===== config.mk =====
export PLATFORM = sky130hd
export DESIGN_NAME = prim_filter_evt
export DESIGN_NICKNAME = d
export VERILOG_FILES = /design/src/rtl/prim_filter_evt.sv
export SDC_FILE = /design/constraint.sdc
export NUM_CORES = 1
export LEC_CHECK = 0
export ABC_AREA = 1
export CAP_MARGIN = 0
export CELL_PAD_IN_SITES_DETAIL_PLACEMENT = 0
export CELL_PAD_IN_SITES_GLOBAL_PLACEMENT = 1
export CORE_ASPECT_RATIO = 1.75
export CORE_MARGIN = 2
export CORE_UTILIZATION = 38
export DETAILED_ROUTE_END_ITERATION = 10
export PLACE_DENSITY_LB_ADDON = 0.2
export SLEW_MARGIN = 15
export SYNTH_ARGS = -nofsm -noshare
export SYNTH_HDL_FRONTEND = slang
export SYNTH_SLANG_ARGS = --single-unit

===== constraint.sdc =====
create_clock -name clk_i -period 1.6 [get_ports clk_i]
set_input_delay 0.32 -clock clk_i [delete_from_list [all_inputs] [get_ports clk_i]]
set_output_delay 0.32 -clock clk_i [all_outputs]
set_load 0.05 [all_outputs]

===== src/rtl/prim_filter_evt.sv =====
// Event stage after the input filter: sticky rise/fall/hold-pending bits per channel plus one irq.
// Optional overflow tracking (evt_ovf_o) is built when PRIM_FILTER_EVT_OVF_EN is defined.
module prim_filter_evt #(
    parameter int Width      = 4,
    parameter int HoldCycles = 16
) (
    input  logic             clk_i,
    input  logic             rst_ni,
    input  logic [Width-1:0] level_i,
    input  logic [Width-1:0] enable_i,
    input  logic             rise_en_i,
    input  logic             fall_en_i,
    input  logic             hold_en_i,
    input  logic [Width-1:0] clr_i,
    output logic [Width-1:0] evt_rise_o,
    output logic [Width-1:0] evt_fall_o,
    output logic [Width-1:0] evt_hold_o,
`ifdef PRIM_FILTER_EVT_OVF_EN
    output logic [Width-1:0] evt_ovf_o,
`endif
    output logic             irq_o
);

    localparam int CtrW = $clog2(HoldCycles);
    localparam logic [CtrW-1:0] CtrMax = CtrW'(HoldCycles - 2);

    typedef enum logic [1:0] {
        ST_LOW  = 2'd0,
        ST_CNT  = 2'd1,
        ST_HELD = 2'd2
    } state_e;

    logic [Width-1:0] level_q;
    logic [Width-1:0] rise, fall, hold_raw;
    logic [Width-1:0] rise_evt, fall_evt, hold_evt;
    logic [Width-1:0] rise_q, rise_d, fall_q, fall_d, hold_q, hold_d;
    logic             irq_q, irq_d;

    // level_q tracks the input even in reset so a level held high across reset is not a rise.
    always_ff @(posedge clk_i) begin
        level_q <= level_i;
    end

    assign rise = level_i & ~level_q;
    assign fall = ~level_i & level_q;

    generate
        for (genvar gi = 0; gi < Width; gi++) begin : g_chan
            state_e          state_q, state_d;
            logic [CtrW-1:0] ctr_q, ctr_d;
            logic            hold_hit;

            always_ff @(posedge clk_i) begin
                if (!rst_ni) begin
                    state_q <= ST_LOW;
                    ctr_q   <= '0;
                end else begin
                    state_q <= state_d;
                    ctr_q   <= ctr_d;
                end
            end

            always_comb begin
                state_d  = state_q;
                ctr_d    = ctr_q;
                hold_hit = 1'b0;
                if (!enable_i[gi]) begin
                    state_d = ST_LOW;
                    ctr_d   = '0;
                end else begin
                    case (state_q)
                        ST_LOW: begin
                            if (rise[gi]) begin
                                state_d = ST_CNT;
                                ctr_d   = '0;
                            end
                        end
                        ST_CNT: begin
                            if (!level_i[gi]) begin
                                state_d = ST_LOW;
                                ctr_d   = '0;
                            end else if (ctr_q == CtrMax) begin
                                state_d  = ST_HELD;
                                hold_hit = 1'b1;
                            end else begin
                                ctr_d = ctr_q + CtrW'(1);
                            end
                        end
                        ST_HELD: begin
                            if (!level_i[gi]) begin
                                state_d = ST_LOW;
                                ctr_d   = '0;
                            end
                        end
                        default: begin
                            state_d = ST_LOW;
                            ctr_d   = '0;
                        end
                    endcase
                end
            end

            assign hold_raw[gi] = hold_hit;
        end
    endgenerate

    assign rise_evt = rise & enable_i & {Width{rise_en_i}};
    assign fall_evt = fall & enable_i & {Width{fall_en_i}};
    assign hold_evt = hold_raw & {Width{hold_en_i}};

    // Set has priority over a simultaneous clear.
    assign rise_d = (rise_q & ~clr_i) | rise_evt;
    assign fall_d = (fall_q & ~clr_i) | fall_evt;
    assign hold_d = (hold_q & ~clr_i) | hold_evt;

`ifdef PRIM_FILTER_EVT_OVF_EN
    logic [Width-1:0] ovf_q, ovf_d;

    assign ovf_d = (ovf_q & ~clr_i) |
                   (rise_evt & rise_q) | (fall_evt & fall_q) | (hold_evt & hold_q);
    assign irq_d = |{rise_d, fall_d, hold_d, ovf_d};

    always_ff @(posedge clk_i) begin
        if (!rst_ni) ovf_q <= '0;
        else         ovf_q <= ovf_d;
    end

    assign evt_ovf_o = ovf_q;
`else
    assign irq_d = |{rise_d, fall_d, hold_d};
`endif

    always_ff @(posedge clk_i) begin
        if (!rst_ni) begin
            rise_q <= '0;
            fall_q <= '0;
            hold_q <= '0;
            irq_q  <= 1'b0;
        end else begin
            rise_q <= rise_d;
            fall_q <= fall_d;
            hold_q <= hold_d;
            irq_q  <= irq_d;
        end
    end

    assign evt_rise_o = rise_q;
    assign evt_fall_o = fall_q;
    assign evt_hold_o = hold_q;
    assign irq_o      = irq_q;

endmodule


Word-level counts from Yosys, hierarchy flattened
Cells that the tools add are included.

word-level totals
  register bits = 41
  latch bits = 0
  RAM bits = 0
  ROM bits = 0
  bits of input ports = 17
  output and inout bits = 13
  word-level logic and storage cells = 134
  memories = 0

operators by class
  add/subtract/negate cells = 4
  multiply operators = 0
  divide/modulo/power cells = 0
  $lt $le $gt $ge = 0
  equal/unequal tests = 28
  shift-type cells = 0
  mux-type cells = 56
  bitwise operators = 16
  reductions and logical operators = 17

operator list
  operator                                       number
  2-to-1 mux 4 bit                               16
  case mux 4 bit (3 select lines)                4
  bitwise AND 4 bit                              10
  2-to-1 mux 2 bit                               16
  inequality test 3 bit, second input constant   8
  case mux 2 bit (3 select lines)                4
  AND reduction 3 bit                            8
  adder 4 x 1 -> 4 bit, second input constant    4
  == test 4 bit, second input constant           4
  2-to-1 mux 1 bit                               16
  inequality test 2 bit, second input constant   8
  inverter 4 bit                                 3
  OR 4 bit                                       3
  OR reduction 12 bit                            1
  == test 2 x 1 -> 1 bit, second input constant  4
  == test 2 bit, second input constant           4
  zero test 2 bit                                4
  AND reduction 2 bit                            4

Logic depth before layout (Yosys ltp)
Gate-level depths: netlist of the first run.

  depth in word-level cells = 8
  gate-level depth with buffers = 11
  gate-level depth less buffers = 11

Worst setup path after synthesis of the first run
No wires, ideal clock.

  path kind = register to register
  start point = reg rise_q[3] (netlist: evt_rise_o[3])
  end point = reg irq_q (netlist: irq_o)
  library setup time = 128 ps
  arrival time = 1106 ps
  data required time = 1472 ps
  path slack = 366 ps
  cell stages (with the launch flop) = 8
  path buffers = 0
  period minus slack after synthesis = 1234 ps
  cell sequence = dfxtp_1 nand2_1 a21boi_0 nand2_1 nor2_1 nand2_1 nor2_1 nor2_1

on the way
  cells in the longest elaborated chain, start to end = 3

ends and longest elaborated chain
  element                   RTL line  text
  start: declaration        36        logic [Width-1:0] rise_q, rise_d, fall_q, fall_d, hold_q, hold_d;
  start signal: assignment  140       rise_q <= rise_d;
  bitwise AND 4 bit         112       assign rise_d = (rise_q & ~clr_i) | rise_evt;
  OR 4 bit                  112
  OR reduction 12 bit       130       assign irq_d = |{rise_d, fall_d, hold_d};
  end signal: assignment    143       irq_q <= irq_d;
  end: declaration          37        logic irq_q, irq_d;

Every way passes these cells.
A chain may end at the register's enable or synchronous reset.

Worst setup path after layout of the first run
  start point = in level_i[3]
  end point = reg g_chan[3].ctr_q[0]

on the way
  cells in the longest elaborated chain, start to end = 3
  elaborated cells between the ends (all ways) = 7
  classes of those cells = 3 x eq/ne; 2 x mux; 1 x bitwise; 1 x reduce/logical

ends and longest elaborated chain
  element                                 RTL line  text
  start: declaration                      9         input logic [Width-1:0] level_i,
  bitwise AND 4 bit                       44        assign rise = level_i & ~level_q;
  inequality test 2 bit (no source line)  --
  AND reduction 3 bit (no source line)    --
  end signal: assignment                  59        ctr_q <= ctr_d;
  end: declaration                        50        logic [CtrW-1:0] ctr_q, ctr_d;

Several ways; a longest one is shown, not always the timed one.

==> results of run 1 <==
[critical path, cell delays in order]
cell and delay, ns:
clkdlybuf4s50_1 0.56, inv_2 0.06, o21ai_2 0.12, nand2_2 0.10, a21oi_4 0.20, inv_1 0.08, a21oi_1 0.13, nor2_1 0.05
[layout by cell type, fill, tap and decap left out]
| cell type | instances |
|---|---|
| clkbuf_8 | 5 |
| dfxtp_2 | 2 |
| nand2_2 | 3 |
| nor2_4 | 1 |
| inv_1 | 51 |
| a31oi_1 | 1 |
| clkbuf_1 | 1 |
| nor2_1 | 57 |
| o21ai_1 | 2 |
| dfxtp_1 | 39 |
| o21ai_0 | 9 |
| nand2_1 | 73 |
| buf_4 | 31 |
| nor2_2 | 6 |
| a21oi_4 | 1 |
| clkinv_2 | 2 |
| o21ai_2 | 1 |
| nand3b_1 | 7 |
| nand3_1 | 11 |
| nor3_1 | 5 |
| a21boi_1 | 1 |
| inv_2 | 1 |
| ha_1 | 8 |
| clkdlybuf4s50_1 | 16 |
| a21oi_1 | 25 |
[metrics by stage]
step	utilization, %	setup TNS (ns)	instances	hold slack [ns]
after floorplan	-	0	305	0.348
after global placement	47.6	-1.04	406	0.447
final	49.3	0	414	0.463
after detailed placement	47.6	-1.16	406	0.455
after CTS	49.2	0	414	0.467
after global routing	49.3	0	414	0.515
[cell families (layout without fill, tap and decap cells)]
kind of cell | count (synthesis) | count (layout) | share of synthesized area, %
fa+ha+maj | 8 | 8 | 4.95
buf+inv | 53 | 107 | 9.84
flops | 41 | 41 | 40.6
compound gates | 40 | 40 | 10.8
simple gates | 163 | 163 | 33.8
[layout make-up]
cell class | count | share of cell area (%)
Multi-Input combinational cell | 211 | 39.2
Inverter | 52 | 7.59
Tap cell | 55 | 2.68
Timing Repair Buffer | 47 | 15.3
Sequential cell | 41 | 32.0
Clock inverter | 2 | 0.389
Clock buffer | 6 | 2.82
[what timing repair did]
item                                    in CTS  in global routing
endpoints found under the hold margin        0                  0
gates resized for setup                      0                  5
endpoints found under the setup margin       0                  2
[final timing paths]
| path | from | end | slack, ns | cells after the start |
|---|---|---|---|---|
| max reg2reg | g_chan[1].ctr_q[0]$_SDFFE_PN0P_ | g_chan[1].ctr_q[0]$_SDFFE_PN0P_ | 0.24 | 9 |
| max | level_i[3] | g_chan[3].ctr_q[0]$_SDFFE_PN0P_ | 0.18 | 8 |
| min reg2reg | g_chan[3].ctr_q[3]$_SDFFE_PN0P_ | g_chan[3].ctr_q[3]$_SDFFE_PN0P_ | 0.46 | 2 |
| min | g_chan[3].ctr_q[3]$_SDFFE_PN0P_ | g_chan[3].ctr_q[3]$_SDFFE_PN0P_ | 0.46 | 2 |
[flip-flops by register name, summed over array words and instances, names as in the netlist]
signal          cells
level_q             4
g_chan.state_q      8
irq_o               1
g_chan.ctr_q       16
evt_hold_o          4
evt_fall_o          4
evt_rise_o          4
[metal layers]
| metal | global-route usage [%] | routed length, microns | part of all wire [%] |
|---|---|---|---|
| met1 | 18.5 | 1790 | 39 |
| met5 | 0 | 0 | 0 |
| met2 | 33.5 | 2590 | 57 |
| met4 | 6.29 | 49 | 1.1 |
| met3 | 3.47 | 137 | 3.0 |
[power by group through the flow]
stage / combinational [uW] / sequential [uW] / clock [uW]
CTS: 259 / 1050 / 693
floorplan: 109 / 1100 / 0
detailed placement: 258 / 1080 / 0
finish: 256 / 1050 / 657
global placement: 258 / 1080 / 0
global route: 292 / 1060 / 743
==> summary.md, run 1 <==
| Metric | Value |
|---|---|
| H-tree Lvls | 2 |
| Gr usage total | 17.7% |
| DRT Pass-1 Iters | 4 |
| Largest net degree at the start of global routing | 14 |
| Fraction of layout cells with a size suffix above 1 | 14.8% |
| Mapped Cells | 305 |
| CP required | 1.78 ns |
| Max frequency | 704 MHz |
| Setup ws final | 0.179 ns |
| List of most frequent post-synthesis cells | 73 x nand2_1, 59 x nor2_1, 51 x inv_1 |
| Fin crit share | approximately 89% |
| Area post-placement | 2480 sq um |
| Sw Share | 26.2% |
| CP startpoint kind | input port |
| Clk sinks | 41 |
| Most common cell in the netlist | nand2_1 |
| Hold Violations, Final | 0 |
| Leak | 0.00121 uW |
| Place WS | -0.122 ns |
| Max Slew Vio Count | 0 |
| Fin crit period | 1.42 ns |
| Syn_nets | 330 |
| Design Area, Final | 2570 sq um |
| CTS tree | done |
| Worst setup EP type | flop |
| Hold_buf cts | 0 |
| # DRC | 0 |
| I/O pin total | 30 |
| # port buffers | 29 |
| Top cell type's share of synthesized area | about two fifths |
| Setup Viol. Count Final | 0 |
| RSZ-0062 raised after global routing | no |
| Synthesized area per cell | 6.63 sq um |
| First-pass GRT wire length | 8.18 mm |
| 1st-iter DRT viols | 54 |
| Dpl hpwl | 3.70 mm |
| Via density | 4.58 |
| DR vias | 1895 |
| Tot Pwr | 1970 uW |
| Skew final | 0.00494 ns |
| Post-Route WL | 4.57 mm |
| Wire length per cell | 11.0 microns |
| Sw Pwr | 514 uW |
| Post-synth ARST share | 0% |
| Clk root buf | clkbuf_8 |
| Vias in the first global route | 1980 |
| Row count | 35 |
| Syn. warnings | 0 |
| Critical Path Fanout Max | 6 |
| Synth area leader | dfxtp_1 |
| Reg power frac | 53.5% |
| Relative slew slack | 72.0% |
| Ys flop type | dfxtp_1 |
| Clock power frac | 33.4% |
| Area contributors post-synth | dfxtp_1 41%, nand2_1 14%, nor2_1 11% |
| CP Data Arrival Time | 1.61 ns |
| Seq/Total Area, Yosys | 40.6% |
| PD cells | 765 nW/um^2 |
| ANT cells | 0 |
| Nets | 383 |
| Overflow after GRT | 0 |
| Starting density of the core | roughly two fifths |
| Comb power frac | 13.0% |
| Post-synth EDFFs | 0 |
| Max Root-Sink Buffers | 2 |
| Worst-Margin Slew | 0.419 ns |
| Pint | approximately 1500 uW |
| Die height | ~100 microns |
| Yosys reg bits | 41 |
| P&R area growth vs syn | 27.1% |
| Worst skew pair latency | between 0.2 and 0.3 ns |
| Mapped cell area | 2020 sq um |
| Setup bufs post-CTS | 0 |
| Peak supply drop | approximately 0.00049 V |
| Total die area | between 5000 and 6000 sq um |
| CTS Buf Count | 5 |
| Initial antenna violation count | 0 |
| FF+latch area | 823 sq um |
| WS Path Type | in -> reg |
| Die W | around 60 microns |
| ANT nets after route | 0 |
| Clk pin slew, worst setup/hold paths | 0.08 ns |
| Multi-input logic area | ~1000 sq um |
| Max cap viols | 0 |
| Worst Hold Class | reg -> reg |
| FILL cells | about 560 |
| GP Congestion | 0.812 |
| Status | finished clean |
| Core area | roughly 5200 sq um |
| Post-synth cell types | 20 |
Power figures use the tool's default switching activity.
==> run 2, diff against run 1 <==
--- a/config.mk
+++ b/config.mk
@@ -10,10 +10,11 @@
 export CELL_PAD_IN_SITES_DETAIL_PLACEMENT = 0
 export CELL_PAD_IN_SITES_GLOBAL_PLACEMENT = 1
 export CORE_ASPECT_RATIO = 1.75
-export CORE_MARGIN = 2
+export CORE_MARGIN = 10
 export CORE_UTILIZATION = 38
 export DETAILED_ROUTE_END_ITERATION = 10
 export PLACE_DENSITY_LB_ADDON = 0.2
+export REMOVE_ABC_BUFFERS = 1
 export SLEW_MARGIN = 15
 export SYNTH_ARGS = -nofsm -noshare
 export SYNTH_HDL_FRONTEND = slang
==> run 2 against run 1 <==
  * Power grew 1.4%
  * Non-clock buffer count increased by 3
  * Global-route usage down 6.0 points
  * Via count rose by 0.63%
  * Critical path depth is 1 higher
  * Sequential share of layout area shrank 0.33 points
  * Clock power grew 4.0%
  * Sequential power barely moved
  * Utilization increased by 0.36 points
  * Register-to-register slack about the same
  * Clock skew shrank 0.0034 ns
  * Cell count grew 0.48%
==> summary.md, run 2 (synthesis gave the netlist of run 1 again) <==
| Metric | Value |
|---|---|
| Clk sinks | 41 (unchanged) |
| P&R area growth vs syn | 28.0% (was 27.1%) |
| Max Root-Sink Buffers | 2 (unchanged) |
| Setup Viol. Count Final | 0 (unchanged) |
| FILL cells | 557 (was 562) |
| Worst Hold Class | reg -> reg (unchanged) |
| WHS Endpoint | g_chan[3].ctr_q[3]$_SDFFE_PN0P_ (unchanged) |
| CTS resizes | 0 (unchanged) |
| DRT Pass-1 Iters | 4 (unchanged) |
| CTS tree | done (unchanged) |
| Via density | 4.58 (about the same) |
| Worst-Margin Slew | 0.415 ns (was 0.419 ns) |
| Relative slew slack | 72.0% (about the same) |
| Row count | 35 (unchanged) |
| Commonest non-fill, non-tap cells in the layout | 73 x nand2_1, 59 x nor2_1, 51 x inv_1, 41 x dfxtp_1, 34 x buf_4 (was 73 x nand2_1, 57 x nor2_1, 51 x inv_1, 39 x dfxtp_1, 31 x buf_4) |
| Status | finished clean (unchanged) |
| ANT cells | 0 (unchanged) |
| Core area | 5210 sq um (unchanged) |
| Leak | 0.00122 uW (was 0.00121 uW) |
| Largest regs | g_chan.ctr_q (16), g_chan.state_q (8) (unchanged) |
| Skew final | 0.00151 ns (was 0.00494 ns) |
| Reg2reg path depth | 7 (was 9) |
| Fin Hold WS | 0.463 ns (about the same) |
| CP Data Arrival Time | 1.58 ns (was 1.61 ns) |
| Largest net degree at the start of global routing | 14 (unchanged) |
| Max Slew Vio Count | 0 (unchanged) |
| Inst Count DP | 409 (was 406) |
| R2r endpoint | g_chan[1].ctr_q[1]$_SDFFE_PN0P_ (was g_chan[1].ctr_q[0]$_SDFFE_PN0P_) |
| Overflow after GRT | 0 (unchanged) |
| Initial antenna violation count | 0 (unchanged) |
| # DRC | 0 (unchanged) |
| Max cap viols | 0 (unchanged) |
| Peak supply drop | 0.000645 V (was 0.000489 V) |
| Worst reg2reg path startpoint | g_chan[1].ctr_q[0]$_SDFFE_PN0P_ (unchanged) |
| Hold Violations, Final | 0 (unchanged) |
| Dpl hpwl | 3.87 mm (was 3.70 mm) |
| Gr usage total | 11.7% (was 17.7%) |
| Fin crit share | 88.0% (was 88.8%) |
| Setup TNS | 0 ns (unchanged) |
| CP startpoint kind | input port (unchanged) |
| I/O pin total | 30 (unchanged) |
| First-pass GRT wire length | 8.01 mm (was 8.18 mm) |
| Nets | 386 (was 383) |
| Commonest non-fill, non-tap cell in the layout | nand2_1 (unchanged) |
| Worst setup EP type | flop (unchanged) |
| Vias in the first global route | 1959 (was 1980) |
| RSZ-0062 raised after global routing | no (unchanged) |
| Fraction of layout cells with a size suffix above 1 | 14.1% (was 14.8%) |
| Worst hold path startpoint | g_chan[3].ctr_q[3]$_SDFFE_PN0P_ (unchanged) |
| WS Path Type | in -> reg (unchanged) |
| Worst reg-to-reg setup slack | 0.24 ns (about the same) |
| Max reg flops | 16 (unchanged) |
| Critical Path Fanout Max | 4 (was 6) |
| Starting density of the core | 38.8% (unchanged) |
| Fin crit period | 1.41 ns (was 1.42 ns) |
| CP required | 1.77 ns (was 1.78 ns) |
| Setup bufs post-CTS | 0 (unchanged) |
| Post-Route WL | 4.66 mm (was 4.57 mm) |
| ANT nets after route | 0 (unchanged) |
| Max frequency | 710 MHz (was 704 MHz) |
| Die height | 116 microns (was 100 microns) |
| Die W | 75.1 microns (was 59.1 microns) |
| DR vias | 1907 (was 1895) |
| Hold_buf cts | 0 (unchanged) |
| Top reg by flops | g_chan.ctr_q (unchanged) |
| # port buffers | 29 (unchanged) |
| Worst hold stages | 2 (unchanged) |
| Finished Core Util | 49.7% (was 49.3%) |
| Clk pin slew, worst setup/hold paths | 0.07 ns (was 0.08 ns) |
| Total die area | 8750 sq um (was 5940 sq um) |
| PD cells | 770 nW/um^2 (was 765 nW/um^2) |
| GP Congestion | 0.785 (was 0.812) |
| H-tree Lvls | 2 (unchanged) |
| Layout Cells excl Fill | 416 (was 414) |
| 1st-iter DRT viols | 60 (was 54) |
| CTS Buf Count | 5 (unchanged) |
| Clk root buf | clkbuf_8 (unchanged) |
| Wire length per cell | 11.2 microns (was 11.0 microns) |
| Worst skew pair latency | 0.29 ns (about the same) |
run 2: cell types whose count changed in the layout (fill, tap and decap cells not counted), sizes merged:
cell / before / now
buf: 31 / 34
clkbuf: 6 / 7
clkinv: 2 / 0
run 2: stage by stage:
stage / total power [uW] / instance area (sq um) / setup slack (ns)
6_report: 1990 / 2590 / 0.192
5_1_grt: 2100 / 2590 / 0.0254
4_1_cts: 2030 / 2590 / 0.174
3_5_place_dp: 1340 / 2500 / -0.139
3_3_place_gp: 1340 / 2500 / -0.119
2_1_floorplan: 1210 / 2020 / 0.368
run 2: power by group:
part | total (uW) | internal (uW) | switching [uW]
registers | 1050 | 1040 | 11.9
logic | 259 | 111 | 147
clock network | 683 | 342 | 341
run 2: area by class of cell:
class / instances / area (sq um) / area share, %
clock buffer: 7 / 86.3 / 3.33
inverter: 52 / 195 / 7.54
multi-input combinational: 211 / 1000 / 38.7
sequential: 41 / 821 / 31.7
tap: 55 / 68.8 / 2.66
timing repair buffer: 50 / 415 / 16.0
run 2: worst max-delay path: stages:
cell and delay [ns]:
clkdlybuf4s50_1 0.51, nand2_1 0.11, inv_1 0.04, a21boi_0 0.21
nand2_1 0.10, nor2_1 0.09, nand2_1 0.05, nor2_1 0.10
nor2_1 0.04
run 2: routing by layer:
| metal | part of all wire [%] | vias to the layer above | global-route usage, % | wire length [microns] |
|---|---|---|---|---|
| li1 | - | 1045 | - | - |
| met1 | 39 | 832 | 11.2 | 1840 |
| met2 | 55 | 24 | 22.4 | 2560 |
| met3 | 3.9 | 6 | 3.15 | 182 |
| met4 | 1.6 | 0 | 4.48 | 76 |
| met5 | 0 | - | 0 | 0 |
run 2: worst max path at each step:
stage | from | endpoint | slack, ns | cells past startpoint
finish | rise_en_i | irq_o$_SDFF_PN0_ | 0.19 | 9
CTS | rise_en_i | irq_o$_SDFF_PN0_ | 0.17 | 9
global route | level_i[1] | g_chan[1].ctr_q[0]$_SDFFE_PN0P_ | 0.03 | 8
floorplan | evt_rise_o[3]$_SDFF_PN0_ | irq_o$_SDFF_PN0_ | 0.37 | 7
global placement | rise_en_i | irq_o$_SDFF_PN0_ | -0.12 | 9
detailed placement | rise_en_i | irq_o$_SDFF_PN0_ | -0.14 | 9
==> run 3, diff against run 2 <==
==> constraint.sdc (replaced) <==
create_clock -name clk_i -period 1.3 [get_ports clk_i]
set_input_delay 0.26 -clock clk_i [delete_from_list [all_inputs] [get_ports clk_i]]
set_output_delay 0.26 -clock clk_i [all_outputs]
set_load 0.05 [all_outputs]
==> run 3 against run 2 <==
  * Clock skew grew 0.0051 ns
  * Clock-buffer cell count shrank 2
  * Utilization grew 8.5 points
  * First-iteration DRC count shrank 3.3%
  * Clock power grew 55%
  * Design area grew 17%
  * Non-clock buffer count grew 18
  * Critical path type is now reg -> reg
==> summary.md, run 3 (synthesis gave the netlist of run 1 again) <==
| Metric | Value |
|---|---|
| Status | finished clean (unchanged) |
| Nets | 404 (was 386) |
| I/O pin total | 30 (unchanged) |
| Worst-Margin Slew | 0.288 ns (was 0.415 ns) |
| Max Slew Vio Count | 0 (unchanged) |
| Worst setup EP type | flop (unchanged) |
| Critical Path Fanout Max | 2 (was 4) |
| CTS tree | done (unchanged) |
| Clock power frac | 38.9% (was 34.3%) |
| Worst reg2reg path startpoint | g_chan[1].ctr_q[0]$_SDFFE_PN0P_ (unchanged) |
| CP startpoint kind | flop (was input port) |
| Row count | 35 (unchanged) |
| H-tree Lvls | 2 (unchanged) |
| WS Path Type | reg -> reg (was in -> reg) |
| Commonest non-fill, non-tap cells in the layout | 69 x nand2_1, 56 x nor2_1, 46 x inv_1, 39 x buf_4, 36 x dfxtp_1 (was 73 x nand2_1, 59 x nor2_1, 51 x inv_1, 41 x dfxtp_1, 34 x buf_4) |
| Fin crit period | between 1 and 1.5 ns |
| Relative slew slack | 80.6% (was 72.0%) |
| Overflow after GRT | 0 (unchanged) |
| PD cells | 895 nW/um^2 (was 770 nW/um^2) |
| Vias in the first global route | 2012 (was 1959) |
| DR vias | 1997 (was 1907) |
| # port buffers | 29 (unchanged) |
| Starting density of the core | 38.8% (unchanged) |
| Die W | 75.1 microns (unchanged) |
| Crit-path leading delay family | simple AND/OR/NAND/NOR gates (was buffers and inverters) |
| Max cap viols | 0 (unchanged) |
| Place WS | -0.346 ns (was -0.139 ns) |
| WHS Endpoint | level_q[1]$_DFF_P_ (was g_chan[3].ctr_q[3]$_SDFFE_PN0P_) |
| Worst hold stages | 1 (was 2) |
| Fraction of layout cells with a size suffix above 1 | 25.3% (was 14.1%) |
| FILL cells | 518 (was 557) |
| Dpl hpwl | 3.98 mm (was 3.87 mm) |
| Post-Route WL | 5.05 mm (was 4.66 mm) |
| CP required | 1.50 ns (was 1.77 ns) |
| Pint | 2020 uW (was 1490 uW) |
| ANT nets after route | 0 (unchanged) |
| Commonest non-fill, non-tap cell in the layout | nand2_1 (unchanged) |
| Crit path cell chain | inv_2, ha_4, nand2_4, nor2_4, nand3b_1, nand2_1, nor2_2, nand2_1, nor2_1, nor2_1 (was clkdlybuf4s50_1, nand2_1, inv_1, a21boi_0, nand2_1, nor2_1, nand2_1, nor2_1, nor2_1) |
| ANT cells | 0 (unchanged) |
| Reg2reg path depth | 10 (was 7) |
| Fin crit share | a little over nine tenths |
| Max reg flops | 16 (unchanged) |
| CP Data Arrival Time | 1.45 ns (was 1.58 ns) |
| Setup Viol. Count Final | 0 (unchanged) |
| Peak supply drop | 0.000656 V (was 0.000645 V) |
| Largest net degree at the start of global routing | 15 (was 14) |
| Worst reg-to-reg setup slack | 0.05 ns (was 0.24 ns) |
| Hold_buf cts | 0 (unchanged) |
| Layout Cells excl Fill | 435 (was 416) |
| Skew final | 0.00664 ns (was 0.00151 ns) |
| DRT Pass-1 Iters | 4 (unchanged) |
| Clk sinks | 41 (unchanged) |
| Core area | 5210 sq um (unchanged) |
| Worst skew pair latency | 0.30 ns (was 0.29 ns) |
| First-pass GRT wire length | 8.24 mm (was 8.01 mm) |
| Sw Share | 25.4% (was 25.1%) |
| Largest regs | g_chan.ctr_q (16), g_chan.state_q (8) (unchanged) |
| 1st-iter DRT viols | 58 (was 60) |
| Critical path's slowest cell | dfxtp_2 (was clkdlybuf4s50_1) |
| Total die area | 8750 sq um (unchanged) |
| Setup TNS | 0 ns (unchanged) |
| Setup ws final | 0.0466 ns (was 0.192 ns) |
| Sw Pwr | 689 uW (was 500 uW) |
| Leak | 0.00141 uW (was 0.00122 uW) |
| CTS Buf Count | 5 (unchanged) |
| RSZ-0062 raised after global routing | yes (was no) |
| Clk root buf | clkbuf_8 (unchanged) |
| Max frequency | 798 MHz |
| Comb power frac | 13.2% (was 13.0%) |
| Via density | 4.59 (was 4.58) |
| Worst Hold Class | in -> reg (was reg -> reg) |
| Initial antenna violation count | 0 (unchanged) |
| P&R area growth vs syn | 49.9% (was 28.0%) |
| Reg power frac | 47.9% (was 52.8%) |
| Wire length per cell | 11.6 microns (was 11.2 microns) |
| Hold Violations, Final | 0 (unchanged) |
| GP Congestion | 0.785 (about the same) |
| Multi-input logic area | 1100 sq um (was 1000 sq um) |
| Inst Count DP | 424 (was 409) |
| # DRC | 0 (unchanged) |
| R2r endpoint | irq_o$_SDFF_PN0_ (was g_chan[1].ctr_q[1]$_SDFFE_PN0P_) |
| Gr usage total | 12.0% (was 11.7%) |
| CP peak stage delay | 0.35 ns (was 0.51 ns) |
| Bufs and invs on worst path | 1 (was 2) |
| Max Root-Sink Buffers | 2 (unchanged) |
| FF+latch area | 827 sq um (was 821 sq um) |
| Clk pin slew, worst setup/hold paths | 0.09 ns (was 0.07 ns) |
| Die height | 116 microns (unchanged) |
| Top reg by flops | g_chan.ctr_q (unchanged) |
| Worst hold path startpoint | level_i[1] (was g_chan[3].ctr_q[3]$_SDFFE_PN0P_) |
==> run 3: what timing repair did <==
action,in CTS,in global routing
resized for setup,13,31
endpoints found under the hold margin,0,0
pin swaps,1,12
gates cloned,0,0
setup buffers,0,3
endpoints found under the setup margin,10,19
==> run 3: power groups by stage <==
stage | combinational [uW] | clock [uW] | sequential, uW
after floorplan | 134 | 0 | 1350
after global placement | 357 | 0 | 1330
after detailed placement | 358 | 0 | 1330
after CTS | 359 | 1100 | 1300
after global routing | 397 | 1140 | 1300
final | 358 | 1060 | 1300
==> run 3: final cells by class <==
type,count,share of cell area [%]
Multi-Input combinational cell,211,36.4
Sequential cell,41,27.3
Timing Repair Buffer,68,23.8
Inverter,52,6.44
Clock buffer,5,2.27
Tap cell,55,2.27
Clock inverter,3,1.53
==> run 3: how the worst max path moves through the flow <==
stage / start / to / cells past startpoint
after floorplan: evt_rise_o[3]$_SDFF_PN0_ / irq_o$_SDFF_PN0_ / 7
after global placement: level_i[3] / g_chan[3].state_q[0]$_SDFFE_PN0P_ / 7
after detailed placement: level_i[3] / g_chan[3].ctr_q[0]$_SDFFE_PN0P_ / 8
after CTS: g_chan[1].ctr_q[0]$_SDFFE_PN0P_ / g_chan[1].ctr_q[1]$_SDFFE_PN0P_ / 7
after global routing: g_chan[1].ctr_q[0]$_SDFFE_PN0P_ / irq_o$_SDFF_PN0_ / 10
final: g_chan[1].ctr_q[0]$_SDFFE_PN0P_ / irq_o$_SDFF_PN0_ / 10
==> run 3: per-stage QoR <==
stage / area, sq um / hold slack (ns) / utilization [%] / total power, uW
detailed placement: 2780 / 0.466 / 53.3 / 1690
global placement: 2780 / 0.452 / 53.3 / 1690
CTS: 2910 / 0.304 / 55.9 / 2760
floorplan: 2020 / 0.288 / - / 1490
finish: 3030 / 0.170 / 58.2 / 2710
global route: 3030 / 0.162 / 58.2 / 2840
==> run 3: routing by layer <==
metal | global-route usage [%] | share of wire, % | vias up
met1 | 10.7 | 40 | 885
met5 | 0 | 0 | -
met2 | 23.7 | 56 | 23
met3 | 2.98 | 3.0 | 6
met4 | 5.11 | 1.6 | 0
li1 | - | - | 1083
